==> src/rtl/agu_exec_pkg.sv <==
// Shared definitions for the AGU execute stage: op encodings, store-buffer
// entry layout, FSM states and the byte-lane helpers used by loads and stores.
package agu_exec_pkg;

    localparam int SB_DEPTH_DEFAULT = 4;

    localparam logic [3:0] OP_LD_B   = 4'd0;
    localparam logic [3:0] OP_LD_H   = 4'd1;
    localparam logic [3:0] OP_LD_W   = 4'd2;
    localparam logic [3:0] OP_LD_BU  = 4'd3;
    localparam logic [3:0] OP_LD_HU  = 4'd4;
    localparam logic [3:0] OP_ST_B   = 4'd5;
    localparam logic [3:0] OP_ST_H   = 4'd6;
    localparam logic [3:0] OP_ST_W   = 4'd7;
    localparam logic [3:0] OP_CACOP  = 4'd8;
    localparam logic [3:0] OP_INVTLB = 4'd9;

    typedef enum logic [2:0] {
        S_IDLE,
        S_WAIT_SB,
        S_LD_REQ,
        S_LD_RESP,
        S_MAINT
    } agu_state_e;

    typedef struct packed {
        logic [31:0] addr;
        logic [31:0] data;
        logic [3:0]  strb;
    } sb_entry_t;

    // 0 = byte, 1 = half, 2 = word
    function automatic logic [1:0] access_size(input logic [3:0] op);
        case (op)
            OP_LD_B, OP_LD_BU, OP_ST_B: access_size = 2'd0;
            OP_LD_H, OP_LD_HU, OP_ST_H: access_size = 2'd1;
            default:                    access_size = 2'd2;
        endcase
    endfunction

    // Byte lane inside the 32-bit word, with the low bits forced to the
    // natural alignment of the access size.
    function automatic logic [1:0] lane_offset(input logic [3:0] op, input logic [1:0] a);
        case (access_size(op))
            2'd0:    lane_offset = a;
            2'd1:    lane_offset = {a[1], 1'b0};
            default: lane_offset = 2'b00;
        endcase
    endfunction

    function automatic logic is_misaligned(input logic [3:0] op, input logic [1:0] a);
        case (access_size(op))
            2'd1:    is_misaligned = a[0];
            2'd2:    is_misaligned = (a != 2'b00);
            default: is_misaligned = 1'b0;
        endcase
    endfunction

    // Picks the addressed byte/half out of the returned word and extends it.
    function automatic logic [31:0] load_extract(input logic [3:0] op, input logic [1:0] a,
                                                 input logic [31:0] word);
        logic [1:0]  off;
        logic [7:0]  b;
        logic [15:0] h;
        off = lane_offset(op, a);
        b   = word[{off, 3'b000} +: 8];
        h   = word[{off[1], 4'b0000} +: 16];
        case (op)
            OP_LD_B:  load_extract = {{24{b[7]}}, b};
            OP_LD_BU: load_extract = {24'd0, b};
            OP_LD_H:  load_extract = {{16{h[15]}}, h};
            OP_LD_HU: load_extract = {16'd0, h};
            default:  load_extract = word;
        endcase
    endfunction

endpackage

==> src/rtl/agu_store_buffer.sv <==
// Circular store buffer. Entries between head and commit pointer are retired
// by the ROB and may drain to memory; entries between commit and tail are
// still speculative and are rolled back on flush.
module agu_store_buffer
    import agu_exec_pkg::*;
#(
    parameter int SB_DEPTH = SB_DEPTH_DEFAULT
) (
    input  logic      clk,
    input  logic      rst,
    input  logic      flush,
    input  logic      push_i,
    input  sb_entry_t push_entry_i,
    input  logic      commit_i,
    input  logic      pop_i,
    output sb_entry_t head_entry_o,
    output logic      head_committed_o,
    output logic      empty_o,
    output logic      full_o
);

    localparam int PW = $clog2(SB_DEPTH);
    localparam logic [PW:0] DEPTH_V = (PW + 1)'(SB_DEPTH);

    sb_entry_t   mem_q [SB_DEPTH];
    sb_entry_t   mem_d [SB_DEPTH];
    logic [PW:0] head_q, head_d;
    logic [PW:0] cmt_q, cmt_d;
    logic [PW:0] tail_q, tail_d;
    logic [PW:0] count;
    logic        push_ok, pop_ok, commit_ok;

    assign count            = tail_q - head_q;
    assign empty_o          = (count == '0);
    assign full_o           = (count == DEPTH_V);
    assign head_committed_o = (cmt_q != head_q);
    assign head_entry_o     = mem_q[head_q[PW-1:0]];

    // Pointer and storage update; a flush pulls tail back to the (possibly
    // just advanced) commit pointer so only retired stores survive.
    always_comb begin
        mem_d     = mem_q;
        push_ok   = push_i && !full_o;
        pop_ok    = pop_i && head_committed_o;
        commit_ok = commit_i && (cmt_q != tail_q);
        head_d    = head_q + {{PW{1'b0}}, pop_ok};
        cmt_d     = cmt_q + {{PW{1'b0}}, commit_ok};
        tail_d    = tail_q + {{PW{1'b0}}, push_ok};
        if (push_ok) begin
            mem_d[tail_q[PW-1:0]] = push_entry_i;
        end
        if (flush) begin
            tail_d = cmt_d;
        end
    end

    // State registers
    always_ff @(posedge clk) begin
        if (rst) begin
            head_q <= '0;
            cmt_q  <= '0;
            tail_q <= '0;
            for (int i = 0; i < SB_DEPTH; i++) begin
                mem_q[i] <= '0;
            end
        end else begin
            head_q <= head_d;
            cmt_q  <= cmt_d;
            tail_q <= tail_d;
            mem_q  <= mem_d;
        end
    end

    // The issue queue never pushes into a full buffer; such a push is dropped
    always @(posedge clk) begin
        if (!rst) begin
            assert (!(push_i && full_o));
        end
    end

endmodule

==> src/rtl/agu_exec.sv <==
// AGU execute stage: effective address, loads, buffered stores and cache/TLB
// maintenance, with back-pressure to the AGU issue queue.
// Optional: define AGU_MISALIGN_CHECK_EN to raise an exception on misaligned
// half/word accesses instead of silently aligning them.
module agu_exec
    import agu_exec_pkg::*;
#(
    parameter int SB_DEPTH = SB_DEPTH_DEFAULT
) (
    input  logic        clk,
    input  logic        rst,
    input  logic        flush,
    input  logic        AGU_select_vld,
    input  logic [3:0]  AGU_select_op,
    input  logic [16:0] AGU_select_imm,
    input  logic        AGU_select_dest_en,
    input  logic [6:0]  AGU_select_dest,
    input  logic [6:0]  AGU_select_source1,
    input  logic [6:0]  AGU_select_source2,
    input  logic [5:0]  AGU_select_ROB_ID,
    output logic [6:0]  rf_raddr1,
    output logic [6:0]  rf_raddr2,
    input  logic [31:0] rf_rdata1,
    input  logic [31:0] rf_rdata2,
    output logic        AGU_busy,
    output logic        store_buffer_full,
    output logic        CACOP_already,
    output logic        INVTLB_already,
    input  logic        store_commit,
    output logic        mem_req_vld,
    input  logic        mem_req_rdy,
    output logic        mem_req_we,
    output logic [31:0] mem_req_addr,
    output logic [31:0] mem_req_wdata,
    output logic [3:0]  mem_req_wstrb,
    input  logic        mem_resp_vld,
    input  logic [31:0] mem_resp_data,
    output logic        maint_req_vld,
    output logic        maint_is_tlb,
    output logic [31:0] maint_addr,
    input  logic        maint_done,
    output logic        wb_vld,
    output logic        wb_dest_en,
    output logic [6:0]  wb_dest,
    output logic [31:0] wb_data,
    output logic [5:0]  wb_ROB_ID,
    output logic        wb_exc
);

    agu_state_e  state_q, state_d;
    logic [3:0]  op_q, op_d;
    logic [31:0] addr_q, addr_d;
    logic        dest_en_q, dest_en_d;
    logic [6:0]  dest_q, dest_d;
    logic [5:0]  rob_q, rob_d;
    logic        drop_q, drop_d;
    logic        kill_q, kill_d;
    logic        wb_vld_q, wb_vld_d;
    logic        wb_dest_en_q, wb_dest_en_d;
    logic [6:0]  wb_dest_q, wb_dest_d;
    logic [31:0] wb_data_q, wb_data_d;
    logic [5:0]  wb_rob_q, wb_rob_d;
    logic        wb_exc_q, wb_exc_d;

    logic [31:0] eff_addr;
    logic [1:0]  st_off;
    logic [3:0]  st_strb;
    logic        accept, is_load, is_store, is_maint, misalign, resp_take;
    logic        sb_push, sb_pop, sb_head_cmt, sb_empty, sb_full;
    sb_entry_t   sb_push_entry, sb_head;

    assign rf_raddr1         = AGU_select_source1;
    assign rf_raddr2         = AGU_select_source2;
    assign eff_addr          = rf_rdata1 + {{15{AGU_select_imm[16]}}, AGU_select_imm};
    assign AGU_busy          = (state_q != S_IDLE) || sb_head_cmt;
    assign accept            = AGU_select_vld && !AGU_busy && !flush;
    assign store_buffer_full = sb_full;
    assign CACOP_already     = ((state_q == S_WAIT_SB) || (state_q == S_MAINT)) && (op_q == OP_CACOP);
    assign INVTLB_already    = ((state_q == S_WAIT_SB) || (state_q == S_MAINT)) && (op_q == OP_INVTLB);
    assign maint_req_vld     = (state_q == S_MAINT);
    assign maint_is_tlb      = maint_req_vld && (op_q == OP_INVTLB);
    assign maint_addr        = maint_req_vld ? addr_q : 32'd0;
    assign resp_take         = mem_resp_vld && !drop_q;

    assign wb_vld     = wb_vld_q;
    assign wb_dest_en = wb_dest_en_q;
    assign wb_dest    = wb_dest_q;
    assign wb_data    = wb_data_q;
    assign wb_ROB_ID  = wb_rob_q;
    assign wb_exc     = wb_exc_q;

    // Decode of the selected instruction and the store-buffer entry it would push
    always_comb begin
        is_load  = (AGU_select_op <= OP_LD_HU);
        is_store = (AGU_select_op >= OP_ST_B) && (AGU_select_op <= OP_ST_W);
        is_maint = (AGU_select_op == OP_CACOP) || (AGU_select_op == OP_INVTLB);
`ifdef AGU_MISALIGN_CHECK_EN
        misalign = (is_load || is_store) && is_misaligned(AGU_select_op, eff_addr[1:0]);
`else
        misalign = 1'b0;
`endif
        st_off = lane_offset(AGU_select_op, eff_addr[1:0]);
        case (access_size(AGU_select_op))
            2'd0:    st_strb = 4'b0001 << st_off;
            2'd1:    st_strb = 4'b0011 << st_off;
            default: st_strb = 4'b1111;
        endcase
        sb_push_entry = '{addr: {eff_addr[31:2], 2'b00},
                          data: rf_rdata2 << {st_off, 3'b000},
                          strb: st_strb};
    end

    // Memory port: an outstanding load read wins, otherwise drain the
    // committed store-buffer head while nothing else is using the port
    always_comb begin
        mem_req_vld   = 1'b0;
        mem_req_we    = 1'b0;
        mem_req_addr  = 32'd0;
        mem_req_wdata = 32'd0;
        mem_req_wstrb = 4'd0;
        sb_pop        = 1'b0;
        if (state_q == S_LD_REQ) begin
            mem_req_vld  = 1'b1;
            mem_req_addr = {addr_q[31:2], 2'b00};
        end else if (((state_q == S_IDLE) || (state_q == S_WAIT_SB)) && sb_head_cmt) begin
            mem_req_vld   = 1'b1;
            mem_req_we    = 1'b1;
            mem_req_addr  = sb_head.addr;
            mem_req_wdata = sb_head.data;
            mem_req_wstrb = sb_head.strb;
            sb_pop        = mem_req_rdy;
        end
    end

    // Execute FSM next state, instruction capture and writeback generation
    always_comb begin
        state_d      = state_q;
        op_d         = op_q;
        addr_d       = addr_q;
        dest_en_d    = dest_en_q;
        dest_d       = dest_q;
        rob_d        = rob_q;
        drop_d       = drop_q;
        kill_d       = kill_q;
        wb_vld_d     = 1'b0;
        wb_dest_en_d = 1'b0;
        wb_dest_d    = 7'd0;
        wb_data_d    = 32'd0;
        wb_rob_d     = 6'd0;
        wb_exc_d     = 1'b0;
        sb_push      = 1'b0;
        if (mem_resp_vld && drop_q) begin
            drop_d = 1'b0;
        end
        case (state_q)
            S_IDLE: begin
                if (accept) begin
                    op_d      = AGU_select_op;
                    addr_d    = eff_addr;
                    dest_en_d = AGU_select_dest_en;
                    dest_d    = AGU_select_dest;
                    rob_d     = AGU_select_ROB_ID;
                    if (!(is_load || is_store || is_maint) || misalign) begin
                        wb_vld_d = 1'b1;
                        wb_exc_d = 1'b1;
                        wb_rob_d = AGU_select_ROB_ID;
                    end else if (is_store) begin
                        sb_push  = 1'b1;
                        wb_vld_d = 1'b1;
                        wb_rob_d = AGU_select_ROB_ID;
                    end else if (!sb_empty) begin
                        state_d = S_WAIT_SB;
                    end else if (is_maint) begin
                        state_d = S_MAINT;
                    end else begin
                        state_d = S_LD_REQ;
                    end
                end
            end
            S_WAIT_SB: begin
                if (flush) begin
                    state_d = S_IDLE;
                end else if (sb_empty) begin
                    state_d = ((op_q == OP_CACOP) || (op_q == OP_INVTLB)) ? S_MAINT : S_LD_REQ;
                end
            end
            S_LD_REQ: begin
                if (flush) begin
                    state_d = S_IDLE;
                    if (mem_req_rdy) begin
                        drop_d = 1'b1;
                    end
                end else if (mem_req_rdy) begin
                    state_d = S_LD_RESP;
                end
            end
            S_LD_RESP: begin
                if (flush) begin
                    state_d = S_IDLE;
                    if (!resp_take) begin
                        drop_d = 1'b1;
                    end
                end else if (resp_take) begin
                    state_d      = S_IDLE;
                    wb_vld_d     = 1'b1;
                    wb_dest_en_d = dest_en_q;
                    wb_dest_d    = dest_q;
                    wb_rob_d     = rob_q;
                    wb_data_d    = load_extract(op_q, addr_q[1:0], mem_resp_data);
                end
            end
            S_MAINT: begin
                kill_d = kill_q || flush;
                if (maint_done) begin
                    state_d = S_IDLE;
                    kill_d  = 1'b0;
                    if (!(kill_q || flush)) begin
                        wb_vld_d     = 1'b1;
                        wb_dest_en_d = dest_en_q;
                        wb_dest_d    = dest_q;
                        wb_rob_d     = rob_q;
                    end
                end
            end
            default: state_d = S_IDLE;
        endcase
    end

    // State registers
    always_ff @(posedge clk) begin
        if (rst) begin
            state_q      <= S_IDLE;
            op_q         <= 4'd0;
            addr_q       <= 32'd0;
            dest_en_q    <= 1'b0;
            dest_q       <= 7'd0;
            rob_q        <= 6'd0;
            drop_q       <= 1'b0;
            kill_q       <= 1'b0;
            wb_vld_q     <= 1'b0;
            wb_dest_en_q <= 1'b0;
            wb_dest_q    <= 7'd0;
            wb_data_q    <= 32'd0;
            wb_rob_q     <= 6'd0;
            wb_exc_q     <= 1'b0;
        end else begin
            state_q      <= state_d;
            op_q         <= op_d;
            addr_q       <= addr_d;
            dest_en_q    <= dest_en_d;
            dest_q       <= dest_d;
            rob_q        <= rob_d;
            drop_q       <= drop_d;
            kill_q       <= kill_d;
            wb_vld_q     <= wb_vld_d;
            wb_dest_en_q <= wb_dest_en_d;
            wb_dest_q    <= wb_dest_d;
            wb_data_q    <= wb_data_d;
            wb_rob_q     <= wb_rob_d;
            wb_exc_q     <= wb_exc_d;
        end
    end

    agu_store_buffer #(.SB_DEPTH(SB_DEPTH)) u_sb (
        .clk              (clk),
        .rst              (rst),
        .flush            (flush),
        .push_i           (sb_push),
        .push_entry_i     (sb_push_entry),
        .commit_i         (store_commit),
        .pop_i            (sb_pop),
        .head_entry_o     (sb_head),
        .head_committed_o (sb_head_cmt),
        .empty_o          (sb_empty),
        .full_o           (sb_full)
    );

endmodule

==> config.mk <==
export PLATFORM = sky130hd
export DESIGN_NAME = agu_exec
export DESIGN_NICKNAME = d
export VERILOG_FILES = /design/src/rtl/agu_exec_pkg.sv /design/src/rtl/agu_store_buffer.sv /design/src/rtl/agu_exec.sv
export SDC_FILE = /design/constraint.sdc
export NUM_CORES = 1
export LEC_CHECK = 0
export CAP_MARGIN = 20
export CORE_MARGIN = 4
export CORE_UTILIZATION = 35
export DETAILED_ROUTE_END_ITERATION = 8
export GPL_ROUTABILITY_DRIVEN = 0
export PLACE_DENSITY = 0.66
export SYNTH_ARGS = -nofsm -noshare
export SYNTH_HDL_FRONTEND = slang
export SYNTH_SLANG_ARGS = --single-unit
==> constraint.sdc <==
create_clock -name clk -period 7 [get_ports clk]
set_clock_uncertainty 0.1 [all_clocks]
set_input_delay 1.4 -clock clk [delete_from_list [all_inputs] [get_ports clk]]
set_output_delay 1.4 -clock clk [all_outputs]
set_load 0.01 [all_outputs]
-- After elaboration in Yosys (flattened, before gate mapping)
Cells that the tools add are included.
- logic and storage cells: 203
- register bits: 384
- shifts and indexed selects: 5
- bitwise logic cells: 6
- reductions and logical operators: 40
- add/sub/neg operators: 5
- equality and inequality tests: 30
- muxes and demuxes: 82
- order comparisons: 6
- operator list (cell ; count):
    $bwmux W272 ; 1
    $mux W68 ; 3
    $mux W32 ; 5
    $bmux W68 S2 ; 1
    $demux W68 S2 ; 1
    $pmux W32 S4 ; 1
    $mux W3 ; 14
    $mux W6 ; 7
    $add A32 B32 Y32 ; 1
    $shiftx A32 B6 Y16 ; 1
    $shiftx A32 B6 Y8 ; 1
    $shl A32 B5 Y32 ; 1
    $mux W7 ; 4
    $mux W1 ; 26
    $eq A4 B3 Y1 const B ; 6
    $pmux W6 S3 ; 1
    $eq A4 B4 Y1 const B ; 4
    $pmux W2 S2 ; 4
    $pmux W3 S5 ; 1
    $reduce_or A3 Y1 ; 5
    $pmux W7 S2 ; 1
    $logic_and A1 B1 Y1 ; 13
    $mux W2 ; 6
    $add A3 B1 Y3 ; 3
    other kinds (32) ; 63

-- Depth between registers and ports, before layout
Gate-level depths: netlist of run 1.
- word-level depth: 13
- depth in mapped cells: 14
- gate-level depth less buffers: 11

-- Cells and area by module
From an unflattened synthesis of run 1, not the netlist that was laid out.
- cells, all modules: 2072
- area, all modules: 20165.6 sq um
- modules (own cells, without submodules) (module ; instances ; area each (sq um) ; cells an instance):
    agu_store_buffer ; 1 ; 12876.1 ; 1096
    agu_exec ; 1 ; 7289.5 ; 976

-- Least setup slack after synthesis of run 1
Ideal clock, no wire load.
- path type: input -> register
- start: input port AGU_select_imm[0]
- end: register u_sb.mem_q[66] (netlist bit)
- library setup time: 120 ps
- stages on the path: 9
- slack: 3099 ps
- arrival time: 3681 ps
- cells stage by stage: ha_1 > fa_1 > a21o_1 > a221oi_2 > o211ai_2 > a31o_2 > a221o_1 > buf_2 > a211o_1
- longest elaborated chain between the ends: 2
- RTL lines (item ; line ; source):
    from (decl) ; agu_exec.sv:15 ; input logic [16:0] AGU_select_imm,
    $add A32 B32 Y32 ; agu_exec.sv:74 ; assign eff_addr = rf_rdata1 + {{15{AGU_select_imm[16]}}, AGU_select_imm};
    $bwmux W272 ; agu_store_buffer.sv:50 ; mem_d[tail_q[PW-1:0]] = push_entry_i;
    to (signal assigned) ; agu_store_buffer.sv:70 ; mem_q <= mem_d;
    to (decl) ; agu_store_buffer.sv:25 ; sb_entry_t mem_q [SB_DEPTH];
No other way between the ends.
A chain may end at the register's enable or synchronous reset.

-- Worst setup path in the final report of run 1
- start: register u_sb.head_q[0]
- end: output port mem_req_addr[15]
- longest elaborated chain between the ends: 6
- elaborated cells on any way between the ends: 8
- classes of those cells: 1 x eq/ne; 5 x mux; 1 x bitwise; 1 x reduce/logical
- RTL lines (item ; line ; source):
    from (decl) ; agu_store_buffer.sv:27 ; logic [PW:0] head_q, head_d;
    from (signal assigned) ; agu_store_buffer.sv:60 ; head_q <= '0;
    from (signal assigned) ; agu_store_buffer.sv:67 ; head_q <= head_d;
    $not A2 Y3 (implied by the code) ; agu_store_buffer.sv:37 ; assign head_entry_o = mem_q[head_q[PW-1:0]];
    $bmux W68 S2 ; agu_store_buffer.sv:37 ;
    $mux W68 (implied by the code) (2 in series) ; agu_store_buffer.sv:37 ;
    $mux W32 * ; agu_exec.sv:125 ; end else if (((state_q == S_IDLE) || (state_q == S_WAIT_SB)) && sb_head_cmt) begin
    $mux W32 * ; agu_exec.sv:122 ; if (state_q == S_LD_REQ) begin
    to (decl) ; agu_exec.sv:33 ; output logic [31:0] mem_req_addr,
Mark *: on every way between the ends. The rest lies on a longest branch, timed or not. The select of a mux whose other input is x is not followed.

==> results of run 1 <==
## synth_stat cells (4+ instances only)
library cell,n,area [sq um]
nor3_1,25,125
or4_1,6,45.0
a21boi_0,4,30.0
o31ai_1,9,67.6
or3_1,9,56.3
o311ai_0,8,70.1
nand3b_1,4,30.0
xnor2_1,15,131
mux4_2,66,1490
xor2_1,17,149
nor4_1,4,25.0
a21o_1,28,210
a22o_1,30,263
ha_1,39,488
nand3_1,97,485
nand2_1,519,1950
a22oi_1,19,143
nor2b_1,18,113
a222oi_1,4,40.0
dfxtp_1,376,7530
o21a_1,5,37.5
nor3b_1,7,52.6
o21ai_0,54,270
and3_1,47,294
inv_1,19,71.3
a211oi_1,20,150
clkbuf_1,127,477
buf_4,18,135
and2_1,54,338
o21bai_1,4,30.0
nor2_1,75,282
a211o_1,5,43.8
mux2i_1,43,430
mux2_2,4,45.0
a2111oi_4,4,110
o2bb2ai_1,8,70.1
buf_2,42,210
o22ai_1,5,31.3
a31oi_1,15,93.8
o31ai_2,4,50.1
a311oi_1,5,43.8
buf_1,9,33.8
a21oi_1,309,1550
nand4_1,14,87.6
## worst paths after layout
check / start / endpoint / slack [ns] / cells past startpoint
setup reg to reg: u_sb.head_q[0] / u_sb.mem_q[57] / 3.05 / 8
hold / removal: u_sb.mem_q[55] / u_sb.mem_q[55] / 0.35 / 2
hold reg to reg: u_sb.mem_q[55] / u_sb.mem_q[55] / 0.35 / 2
setup / recovery: u_sb.head_q[0] / mem_req_addr[15] / 2.00 / 4
## layout make-up
| cell class | count | area (sq um) | share of cell area, % |
|---|---|---|---|
| multi-input combinational | 1661 | 10500 | 44.7 |
| sequential | 376 | 7530 | 32.1 |
| timing repair buffer | 318 | 3160 | 13.5 |
| clock buffer | 60 | 1200 | 5.11 |
| tap | 688 | 861 | 3.66 |
| clock inverter | 13 | 159 | 0.676 |
| inverter | 20 | 75.1 | 0.319 |
## layer usage
layer	vias to the layer above	track usage, %	wire (um)
li1	8276	-	-
met1	8506	27.8	27500
met4	0	6.40	1620
met2	768	35.2	30300
met3	94	3.87	4510
met5	-	0	0
## registers in the layout (all words and copies together) (netlist names)
register	count
dest_q	7
drop_q	1
u_sb.mem_q	264
wb_dest	7
wb_exc	1
u_sb.cmt_q	3
u_sb.head_q	3
u_sb.tail_q	3
op_q	4
wb_dest_en	1
wb_vld	1
state_q	3
rob_q	6
wb_ROB_ID	6
dest_en_q	1
kill_q	1
wb_data	32
addr_q	32
## cell families after synthesis
logic type,after synthesis,synth area share [%]
simple gates,901,21.5
compound gates,571,19.0
flops,376,39.8
buf+inv,217,4.95
mux,113,10.4
fa+ha+maj,40,2.69
xor+xnor,34,1.65
other cells,1,0.0198
## per-stage QoR
step	setup WS, ns	utilization, %	area (sq um)
final	2.00	44.4	23500
after CTS	1.71	44.3	23400
after global placement	2.12	41.7	22100
after detailed placement	2.03	41.7	22100
after floorplan	3.10	-	18900
after global routing	1.74	44.4	23500
## cell usage in the layout, fill, tap and decap left out, types with 5 or more instances in the layout
master           netlist  routed
a211o_1                5       5
a211oi_1              20      20
a21o_1                28      28
a21oi_1              309     309
a22o_1                30      30
a22oi_1               19      19
a31oi_1               15      15
and2_1                54      54
and3_1                47      46
buf_4                 18      23
clkbuf_1             127      11
clkbuf_16              0      43
clkbuf_8               0       7
clkdlybuf4s50_1        0     291
dfxtp_1              376     374
ha_1                  39      39
inv_1                 19      19
mux2i_1               43      43
mux4_2                66      66
nand2_1              519     518
nand3_1               97      96
nand4_1               14      14
nor2_1                75      73
nor2b_1               18      17
nor3_1                25      24
nor3b_1                7       6
o21a_1                 5       5
o21ai_0               54      54
o22ai_1                5       5
o2bb2ai_1              8       8
o311ai_0               8       8
o31ai_1                9       9
or3_1                  9       6
or4_1                  6       6
xnor2_1               15      15
xor2_1                17      17
## where the power goes
part	internal (W)	leakage, nW	switching [W]	total, W
clock	0.00130	0.658	0.000896	0.00220
combinational	0.000521	4.53	0.000911	0.00143
sequential	0.00225	3.04	0.000126	0.00237
## worst max-delay path, stage by stage (launching register included)
cell and delay [ns]:
dfxtp_4 0.72, buf_4 0.83, mux4_2 0.67, a22o_1 0.21, clkdlybuf4s50_1 0.50
==> impl_metrics.csv, run 1 <==
group,metric,value,unit
status,outcome,"complete, no violations",
synthesis,synth-edff-count,0,
route,routed_via_density,5.63,
worst_setup_path,worstSetupPathType,"reg -> out",
synthesis,yosys_warnings,0,
finish,diodes,0,
route,routed_wl,63900,um
sta,tns,0,ns
cts,clock-sinks,376,
route,drt_pass1_iterations,6,
synthesis,syn-mean-instance-area,8.39,sq um
cts,cts_resized,0,
finish,fillCellCount,5090,
place,port_buffers,292,
worst_setup_path,worstPathArrival,3.50,ns
floorplanning,dieArea,0.0578,sq mm
floorplanning,fp.dieH,240,um
global_routing,antenna_found_initial,1,
synthesis,synth.distinct_cells,85,
sta,whs,0.346,ns
cts,clk_pin_slew_worst_paths,0.06,ns
cts,ctsHoldBuffers,0,
worst_setup_path,cp.required,5.50,ns
cts,numCtsBuffers,41,
finish,fin_nets,2611,
min_path,worstHoldPathType,"reg -> reg",
route,drt_iter0_drc,1601,
job,drv_cap,0,
sta,period_needed,5.00,ns
sta,relSlewSlack,26.5,%
finish,syn2layout_area_growth,24.3,%
synthesis,netlist_instances,2253,
place,dp_cells,3060,
floorplanning,start_util,35.7,%
cts,clk_path_buf_depth,3,
power,p_leak,8.23,nW
floorplanning,core,0.0530,sq mm
cts,ctsHtreeMaxLevel,2,
floorplanning,fp.dieW,240,um
power,p_total,0.00601,W
power,power_density,256,mW/mm^2
floorplanning,pin_count,323,
route,num_vias,17600,
sta,clock.fmax,200,MHz
synthesis,syn-cell-area,0.0189,sq mm
synthesis,ys_seq_elements,376,
route,post-route-drc-count,0,
finish,instances_no_fill,3136,
global_routing,grt_max_degree,116,
sta,rsz0062_at_grt,"no",
route,drt-wirelength-per-cell,20.4,um
place,dp_hpwl,42600,um
global_routing,grt_use_total,21.1,%
global_routing,grt_pass1_wl,96600,um
worst_setup_path,crit_path_end_kind,"output port",
cts,cts-root-buf,"clkbuf_16",
sta,fin_crit_sh,71.5,%
worst_setup_path,path_max_fanout,44,
finish,layout-drive-gt1-share,8.25,%
sta,maxSlewViolCount,0,
synthesis,async_flop_share,0,%
power,vdd_ir_drop_max,152,uV
cts,cts_tree,"done",
global_routing,grt_pass1_vias,16900,
cts,postCtsSetupBuffers,0,
floorplanning,fp-row-count,84,
route,ant_nets,0,
synthesis,ys_seq_area_share,39.8,%
sta,worstMarginPinSlew,1.10,ns
global_routing,grt_overflow_total,0,
sta,setup_viol,0,
cts,worstSkewPairLatency,0.56,ns
sta,finalHoldViolations,0,
worst_setup_path,setup.worst_path.start_class,"flip-flop",
synthesis,synth_ff_type,"dfxtp_1",
Power figures use the tool's default switching activity.
==> inputs of run 2 (changes only) <==
Clock period 7 ns to 4.9 ns, I/O delays scaled along.
==> run 2 against run 1 <==
Compared with the run above:
- total power is 47% higher
- flip-flop and latch count stayed put
- die area unchanged
- critical path type unchanged
- sequential share of layout area shrank 0.41 points
- worst hold slack improved by 0.0011 ns
- non-clock buffer count grew 19
- worst setup slack got worse by 1.4 ns
==> impl_metrics.csv, run 2 (same netlist as run 1, synthesis figures left out) <==
group,metric,value,unit
status,outcome,"complete, no violations",
floorplanning,pin_count,323,
sta,worstMarginPinSlew,0.983,ns
floorplanning,fp.dieW,240,um
sta,period_needed,4.34,ns
worst_setup_path,path_max_fanout,13,
finish,diodes,0,
power,p_total,0.00884,W
floorplanning,core,0.0530,sq mm
sta,setup_viol,0,
finish,layout_commonest_cell,"nand2_1",
worst_setup_path,worstSetupPathType,"reg -> out",
finish,syn2layout_area_growth,25.9,%
cts,worstSkewPairLatency,0.57,ns
job,drv_cap,0,
route,routed_wl,64500,um
place,port_buffers,292,
route,ant_nets,0,
sta,relSlewSlack,34.1,%
worst_setup_path,ff2ff_setup_slack,1.24,ns
sta,fin_crit_sh,88.6,%
worst_setup_path,crit_path_end_kind,"output port",
finish,fin_nets,2632,
route,drt_iter0_drc,1640,
sta,rsz0062_at_grt,"no",
sta,maxSlewViolCount,0,
worst_setup_path,max_stage_delay,0.82,ns
finish,largest_reg_flops,264,
floorplanning,dieArea,0.0578,sq mm
cts,cts_resized,0,
worst_setup_path,setup.worst_path.start_class,"flip-flop",
route,drt_pass1_iterations,6,
cts,clock-sinks,376,
global_routing,grt_max_degree,111,
global_routing,grt_pass1_wl,98400,um
cts,numCtsBuffers,43,
worst_setup_path,rr_worst_depth,10,
cts,postCtsSetupBuffers,0,
place,pre_cts_ws,0.689,ns
worst_setup_path,path_cells,"nor2b_1, nor2b_2, buf_4, a22o_1, clkdlybuf4s50_1",
sta,clock.fmax,230,MHz
finish,layout-drive-gt1-share,9.43,%
worst_setup_path,cp-endpoint,"mem_req_addr[11]",
cts,ctsHoldBuffers,0,
worst_setup_path,worstPathArrival,3.26,ns
finish,fin_area,0.0238,sq mm
sta,setup_ws,0.561,ns
worst_setup_path,startpoint,"state_q[1]",
finish,fillCellCount,5017,
sta,tns,0,ns
place,detailed_place.area,0.0223,sq mm
cts,ctsHtreeMaxLevel,2,
worst_setup_path,timing.rr.end,"u_sb.mem_q[159]",
route,drt-wirelength-per-cell,20.4,um
worst_setup_path,crit_slowest_cell,"nor2b_2",
cts,cts_tree,"done",
global_routing,antenna_found_initial,0,
cts,cts-root-buf,"clkbuf_16",
floorplanning,fp-row-count,84,
power,power_density,371,mW/mm^2
global_routing,grt_pass1_vias,17500,
sta,whs,0.347,ns
floorplanning,fp.dieH,240,um
power,p_leak,8.41,nW
floorplanning,start_util,35.7,%
global_routing,grt_overflow_total,0,
finish,layout_common_cells,"nand2_1 (518), dfxtp_1 (374), a21oi_1 (309)",
worst_setup_path,r2r_start,"u_sb.tail_q[0]",
route,routed_via_density,5.64,
sta,finalHoldViolations,0,
route,num_vias,17800,
place,dp_hpwl,43900,um
cts,clk_path_buf_depth,3,
route,post-route-drc-count,0,
finish,largest-register,"u_sb.mem_q",
global_routing,grt_use_total,21.4,%
power,vdd_ir_drop_max,214,uV
cts,clk_pin_slew_worst_paths,0.06,ns
worst_setup_path,cp.required,3.82,ns
min_path,worstHoldPathType,"reg -> reg",
==> run 2: cell count changes in the layout (fill, tap and decap cells not counted), sizes merged <==
cell,delta
buf,+19
clkinv,+7
clkbuf,-5
bufinv,+2
inv,-1
==> run 2: worst min-delay path by stage <==
stage                          startpoint         endpoint  slack (ns)  depth (start not counted)
final                      u_sb.mem_q[85]   u_sb.mem_q[85]        0.35                          2
after global routing            dest_q[4]        dest_q[4]        0.36                          2
after CTS                       dest_q[4]        dest_q[4]        0.35                          2
after detailed placement   u_sb.mem_q[85]   u_sb.mem_q[85]        0.34                          2
after global placement    u_sb.mem_q[227]  u_sb.mem_q[227]        0.33                          2
after floorplan           u_sb.mem_q[123]  u_sb.mem_q[123]        0.33                          2
==> run 2: layer usage <==
| metal | GRT usage (%) | vias to the layer above | part of all wire [%] |
|---|---|---|---|
| met4 | 8.62 | 0 | 3.8 |
| met3 | 3.89 | 151 | 8.4 |
| li1 | - | 8323 | - |
| met5 | 0 | - | 0 |
| met2 | 35.4 | 815 | 47 |
| met1 | 27.7 | 8515 | 41 |
==> run 2: cell type report <==
| cell class | count | area [sq um] | share of cell area [%] |
|---|---|---|---|
| Clock inverter | 21 | 251 | 1.06 |
| Tap cell | 688 | 861 | 3.62 |
| Inverter | 20 | 75.1 | 0.315 |
| Multi-Input combinational cell | 1661 | 10500 | 44.1 |
| Clock buffer | 55 | 1250 | 5.27 |
| Timing Repair Buffer | 337 | 3320 | 14.0 |
| Sequential cell | 376 | 7530 | 31.7 |
==> run 2: through the flow <==
step           instances  utilization [%]
2_1_floorplan       2254                -
3_3_place_gp        3081             42.0
3_5_place_dp        3081             42.0
4_1_cts             3157             44.9
5_1_grt             3158             44.9
6_report            3158             44.9
==> run 2: worst max-delay path, delay by kind of cell (launching register included) <==
kind / cells / cell delay, ns
simple gates: 2 / 1.25
compound gates: 1 / 0.19
buf+inv: 2 / 0.91
flops: 1 / 0.32
==> run 2: power by group <==
part	total [W]	switching [W]	internal, W
logic	0.00206	0.00132	0.000742
registers	0.00337	0.000159	0.00321
clock network	0.00340	0.00133	0.00208
total	0.00884	0.00281	0.00603
